**config.mk**
```make
export PLATFORM = sky130hd
export DESIGN_NAME = writeback_regfile
export DESIGN_NICKNAME = d
export VERILOG_FILES = /design/src/rtl/y86_pkg.sv /design/src/rtl/wb_dst_sel.sv /design/src/rtl/writeback_regfile.sv
export SDC_FILE = /design/constraint.sdc
export NUM_CORES = 2
export LEC_CHECK = 0
export CORE_AREA = 2 2 451 453
export CTS_CLUSTER_DIAMETER = 100
export DETAILED_ROUTE_END_ITERATION = 8
export DIE_AREA = 0 0 453 455
export PLACE_DENSITY = 0.46
export SLEW_MARGIN = 20
export SYNTH_ARGS = -nofsm -noshare
export SYNTH_HDL_FRONTEND = slang
export SYNTH_SLANG_ARGS = --single-unit
```
**constraint.sdc**
```tcl
create_clock -name clk -period 35.2 [get_ports clk]
set_input_delay 3.52 -clock clk [delete_from_list [all_inputs] [get_ports clk]]
set_output_delay 3.52 -clock clk [all_outputs]
set_load 0.02 [all_outputs]
```
**src/rtl/y86_pkg.sv**
```systemverilog
// y86_pkg: shared Y86-64 icode, register ID, status and writeback FSM definitions
package y86_pkg;
    localparam logic [3:0] I_HALT   = 4'h0;
    localparam logic [3:0] I_NOP    = 4'h1;
    localparam logic [3:0] I_RRMOVQ = 4'h2;
    localparam logic [3:0] I_IRMOVQ = 4'h3;
    localparam logic [3:0] I_RMMOVQ = 4'h4;
    localparam logic [3:0] I_MRMOVQ = 4'h5;
    localparam logic [3:0] I_OPQ    = 4'h6;
    localparam logic [3:0] I_JXX    = 4'h7;
    localparam logic [3:0] I_CALL   = 4'h8;
    localparam logic [3:0] I_RET    = 4'h9;
    localparam logic [3:0] I_PUSHQ  = 4'hA;
    localparam logic [3:0] I_POPQ   = 4'hB;
    localparam logic [3:0] RSP      = 4'h4;
    localparam logic [3:0] RNONE    = 4'hF;
    localparam logic [2:0] S_AOK    = 3'd1;
    localparam logic [2:0] S_HLT    = 3'd2;
    localparam logic [2:0] S_ADR    = 3'd3;
    localparam logic [2:0] S_INS    = 3'd4;
    typedef enum logic {RUN, STOP} wb_state_t;
endpackage

```
**src/rtl/wb_dst_sel.sv**
```systemverilog
// wb_dst_sel: combinational writeback destination selection
// Ports: icode, rA, rB, cnd in; dstE (valE target), dstM (valM target) out, RNONE when unused.
module wb_dst_sel
    import y86_pkg::*;
(
    input  logic [3:0] icode,
    input  logic [3:0] rA,
    input  logic [3:0] rB,
    input  logic       cnd,
    output logic [3:0] dstE,
    output logic [3:0] dstM
);
    always_comb begin
        dstE = (icode == I_RRMOVQ) ? (cnd ? rB : RNONE) :
               (icode == I_IRMOVQ || icode == I_OPQ) ? rB :
               (icode == I_CALL || icode == I_RET || icode == I_PUSHQ || icode == I_POPQ) ? RSP :
               RNONE;
        dstM = (icode == I_MRMOVQ || icode == I_POPQ) ? rA : RNONE;
    end
endmodule

```
**src/rtl/writeback_regfile.sv**
```systemverilog
// writeback_regfile: Y86-64 writeback stage with 15-entry register file, stop FSM and retire counter
// Ports: clk, rst (async high); wb_en, icode, rA, rB, cnd, valE, valM, stat in;
//        rax..r14 register contents, halted, stat_out, retired out.
module writeback_regfile
    import y86_pkg::*;
#(
    parameter int WIDTH = 64,
    parameter int CNT_W = 32
) (
    input  logic             clk,
    input  logic             rst,
    input  logic             wb_en,
    input  logic [3:0]       icode,
    input  logic [3:0]       rA,
    input  logic [3:0]       rB,
    input  logic             cnd,
    input  logic [WIDTH-1:0] valE,
    input  logic [WIDTH-1:0] valM,
    input  logic [2:0]       stat,
    output logic [WIDTH-1:0] rax,
    output logic [WIDTH-1:0] rcx,
    output logic [WIDTH-1:0] rdx,
    output logic [WIDTH-1:0] rbx,
    output logic [WIDTH-1:0] rsp,
    output logic [WIDTH-1:0] rbp,
    output logic [WIDTH-1:0] rsi,
    output logic [WIDTH-1:0] rdi,
    output logic [WIDTH-1:0] r8,
    output logic [WIDTH-1:0] r9,
    output logic [WIDTH-1:0] r10,
    output logic [WIDTH-1:0] r11,
    output logic [WIDTH-1:0] r12,
    output logic [WIDTH-1:0] r13,
    output logic [WIDTH-1:0] r14,
    output logic             halted,
    output logic [2:0]       stat_out,
    output logic [CNT_W-1:0] retired
);
    logic [WIDTH-1:0] rf [15];
    logic [3:0]       dstE, dstM;
    wb_state_t        state;

    wb_dst_sel u_sel (.icode(icode), .rA(rA), .rB(rB), .cnd(cnd), .dstE(dstE), .dstM(dstM));

    always_ff @(posedge clk or posedge rst) begin
        if (rst) begin
            for (int i = 0; i < 15; i++) rf[i] <= '0;
            retired  <= '0;
            halted   <= 1'b0;
            stat_out <= S_AOK;
            state    <= RUN;
        end else if (wb_en && state == RUN) begin
            if (stat == S_AOK) begin
                retired <= retired + CNT_W'(1);
                // popq %rsp: E is suppressed so the loaded value lands
                if (dstE != RNONE && dstE != dstM) rf[dstE] <= valE;
                if (dstM != RNONE) rf[dstM] <= valM;
            end else begin
                state    <= STOP;
                halted   <= 1'b1;
                stat_out <= stat;
            end
        end
    end

    assign rax = rf[0];
    assign rcx = rf[1];
    assign rdx = rf[2];
    assign rbx = rf[3];
    assign rsp = rf[4];
    assign rbp = rf[5];
    assign rsi = rf[6];
    assign rdi = rf[7];
    assign r8  = rf[8];
    assign r9  = rf[9];
    assign r10 = rf[10];
    assign r11 = rf[11];
    assign r12 = rf[12];
    assign r13 = rf[13];
    assign r14 = rf[14];
endmodule

```
==> impl_results.md <==
* Clock Latency Late Sink at about 0.8 ns
* Reg2Reg Setup Slack at between 30 and 40 ns
* CP arrival at 8.16 ns
* Hold WS at around 0.48 ns
* WHS Endpoint: retired[31]
* Clock skew at ~0.024 ns
* Post-synth top area share at 56.9%
* Num CTS Buffers at 130
* Flop pwr share at 43.1%
* Port bufs at roughly 1.1k
* Hold_buf cts at 0
* Pint at between 0.0015 and 0.002 W
* Hpwl dp at about 190000 µm
* Clock share of power at roughly half
* Min-delay worst type: reg2reg
* Initial Util at 21.7%
* GRT Util Overall at roughly 28%
* Area of the core at between 0.2 and 0.25 mm²
* Seq/Total Area, Yosys at roughly 57%
* Die width at 453 µm
* Synth area leaders: dfrtp_1, a2bb2oi_1, o22ai_1
* GPL Wtd Cong at around 0.83
* Clk sink count at around 1000
* Worst vdd ir at approximately 0.049 mV
* Worst-path maximum fanout at about 190
* Routed WL at between 300000 and 400000 µm
* Nets at roughly 4.8k
* Num ports at about 1.1k
* Worst Hold Depth at 1
* Post-DR wirelength/cell at 40.4 µm
* Vias post-DR at 43.3k
* Antenna viol nets, final at 0
* Most used DFF post-synth: dfrtp_1
* Mapped Cells at approximately 3.8k
* Layout cell share with drive strength beyond 1 at roughly 9.9%
* Worst flop-to-flop path startpoint: state
* Final min period at roughly 7.5 ns
* Worst Max-Slew Pin Slew at 1.25 ns
* Worst Path Required at ~36 ns
* H-tree depth at 4
* Post-Syn Area per Cell at 11.6 µm²
* DR pass1 iterations at 5
* Die H at roughly 460 µm
* Max clock buf depth at 3
* Syn-to-layout area delta at 42.2%
* Die ar. at between 0.2 and 0.25 mm²
* Syn nets at between 3k and 4k
* Cts repair resizes at 0
* Post-synth cell types at 50
* Fmax at between 100 and 150 MHz
* Vias in the first global route at about 42k
* Combinational power share at roughly 7.3%
* Yosys top cell by area: dfrtp_1
* Slew Viols, Final at 0
* Setup TNS at 0 ns
* Global-route wire length before repair at approximately 400000 µm
* Post-synth EDFFs at 0
* Largest net degree at the start of global routing at between 150 and 200
* Status: finished clean
* RSZ-0062 raised after global routing: no
* RR Endpoint: rax[33]
* Mapped Area at 0.0437 mm²
* Async SR Flop Fraction at 100%
* Clock transition at path regs at 0.06 ns
* Via density per instance at just under 6
* # rows at 165
* Syn. warnings at 0
* Max-cap violation count at 0
* Power Dens Cells at ~43 mW/mm²
* Grt ovf at 0
* Initial DRC Count at 4588
* Total net switching power at 0.000711 W
* Period utilization at 21.4%
* Count of final hold-check violations at 0
* Critical path class: in2reg
* Slew headroom at 16.7%
* Antenna violations before repair at 26
* Number of synthesized register bits at approximately 1000
* CTS tree: done
* R2r worst-path depth at 6
* Clk root buf: clkbuf_16
* Crit start category: input port
* Filler cells at just over 20k
* Sw Share at 26.4%
* Setup crit end kind: flip-flop
* Hold Crit Start: retired[31]
* Final setup violating endpoints at 0
* Post CTS Setup Buffer Count at 0
* # DRC at 0
* Static Leak at 25.4 nW
[power by group through the flow]
stage | logic [W] | clock network [W] | registers [W]
2_1_floorplan | 0.0000668 | 0 | 0.00119
3_3_place_gp | 0.000194 | 0 | 0.00118
3_5_place_dp | 0.000194 | 0 | 0.00118
4_1_cts | 0.000194 | 0.00136 | 0.00116
5_1_grt | 0.000201 | 0.00140 | 0.00116
6_report | 0.000196 | 0.00133 | 0.00116
[per-layer routing]
layer	routed length, µm	GRT usage, %
met5	60	0
met4	20900	16.7
met3	28000	8.29
met2	132000	41.9
met1	120000	35.5
[per-stage QoR]
stage	power [W]	setup WS (ns)	instance area [µm²]	instances	utilization (%)
CTS	0.00271	27.41	62100	7418	30.9
detailed placement	0.00137	26.55	58000	7195	28.8
floorplan	0.00126	3.66	43700	3776	-
global route	0.00277	27.34	62200	7423	30.9
finish	0.00269	27.65	62200	7430	30.9
global placement	0.00137	26.57	58000	7195	28.8
[how the worst max path moves through the flow]
stage          slack (ns)       to  startpoint  depth (start not counted)
6_report            27.65  rax[33]     stat[1]                          7
5_1_grt             27.34  r14[24]         rst                          6
4_1_cts             27.41  r14[19]         rst                          6
3_5_place_dp        26.55  rbp[17]         rst                          6
3_3_place_gp        26.57  rbp[10]         rst                          6
2_1_floorplan        3.66   r10[0]         rst                          1
[synthesized netlist by cell type (4+ instances only)]
| master | instances |
|---|---|
| nor2b_1 | 9 |
| o22ai_1 | 693 |
| and4_1 | 6 |
| nand2b_1 | 57 |
| nand4_1 | 15 |
| dfrtp_1 | 995 |
| nand2_1 | 62 |
| o22a_1 | 4 |
| a21oi_2 | 8 |
| o21ai_0 | 6 |
| o221a_2 | 64 |
| nor2_1 | 46 |
| and2_1 | 37 |
| nor3_1 | 45 |
| inv_1 | 9 |
| o2bb2ai_1 | 174 |
| clkbuf_1 | 445 |
| buf_2 | 67 |
| a32oi_1 | 54 |
| a22oi_1 | 54 |
| xnor2_1 | 27 |
| and3_1 | 15 |
| xor2_1 | 4 |
| or3_1 | 9 |
| buf_1 | 27 |
| o21ai_1 | 4 |
| a22o_1 | 31 |
| a21o_1 | 28 |
| a21oi_1 | 7 |
| nand3_1 | 27 |
| a2bb2oi_1 | 721 |
[cell type report]
type	instances	area (µm²)	area share (%)
Tap cell	2672	3340	5.38
Inverter	9	41.3	0.0664
Clock buffer	186	3730	5.99
Clock inverter	37	389	0.626
Sequential cell	996	24900	40.1
Antenna cell	11	27.5	0.0443
Multi-Input combinational cell	2232	17100	27.6
Timing Repair Buffer	1287	12600	20.2
[placed cells by master (no fill, tap or decap), drive strengths merged, types with 4 or more instances in the layout]
cell type,Yosys,layout
a21o,28,28
a21oi,17,17
a22o,31,31
a22oi,54,54
a2bb2oi,721,721
a32oi,54,54
and2,37,37
and3,15,15
and4,6,6
buf,94,149
bufinv,0,5
clkbuf,445,186
clkdlybuf4s50,0,1138
clkinv,0,20
clkinvlp,0,5
dfrtp,995,995
diode,0,11
inv,9,16
nand2,62,62
nand2b,57,57
nand3,27,27
nand4,15,15
nor2,46,46
nor2b,9,9
nor3,47,47
o21ai,10,10
o221a,64,64
o22a,4,4
o22ai,693,693
o2bb2ai,174,174
or3,9,9
xnor2,27,27
xor2,4,4
[logic make-up after synthesis]
group / Yosys count / share of synthesized area [%]
AND/OR/NAND/NOR: 342 / 4.18
buffers and inverters: 548 / 4.90
flip-flops: 996 / 57.0
XOR/XNOR: 31 / 0.621
adder cells (fa/ha/maj): 1 / 0.0286
AO/OA/AOI/OAI: 1858 / 33.3
[worst max-delay path, stage by stage]
cell and delay (ns):
clkdlybuf4s50_1 0.46, nor3b_1 0.73, and2_4 0.60, buf_4 0.74, buf_4 0.80, buf_12 0.59
a2bb2oi_1 0.15
(Power assumes the default switching activity.)
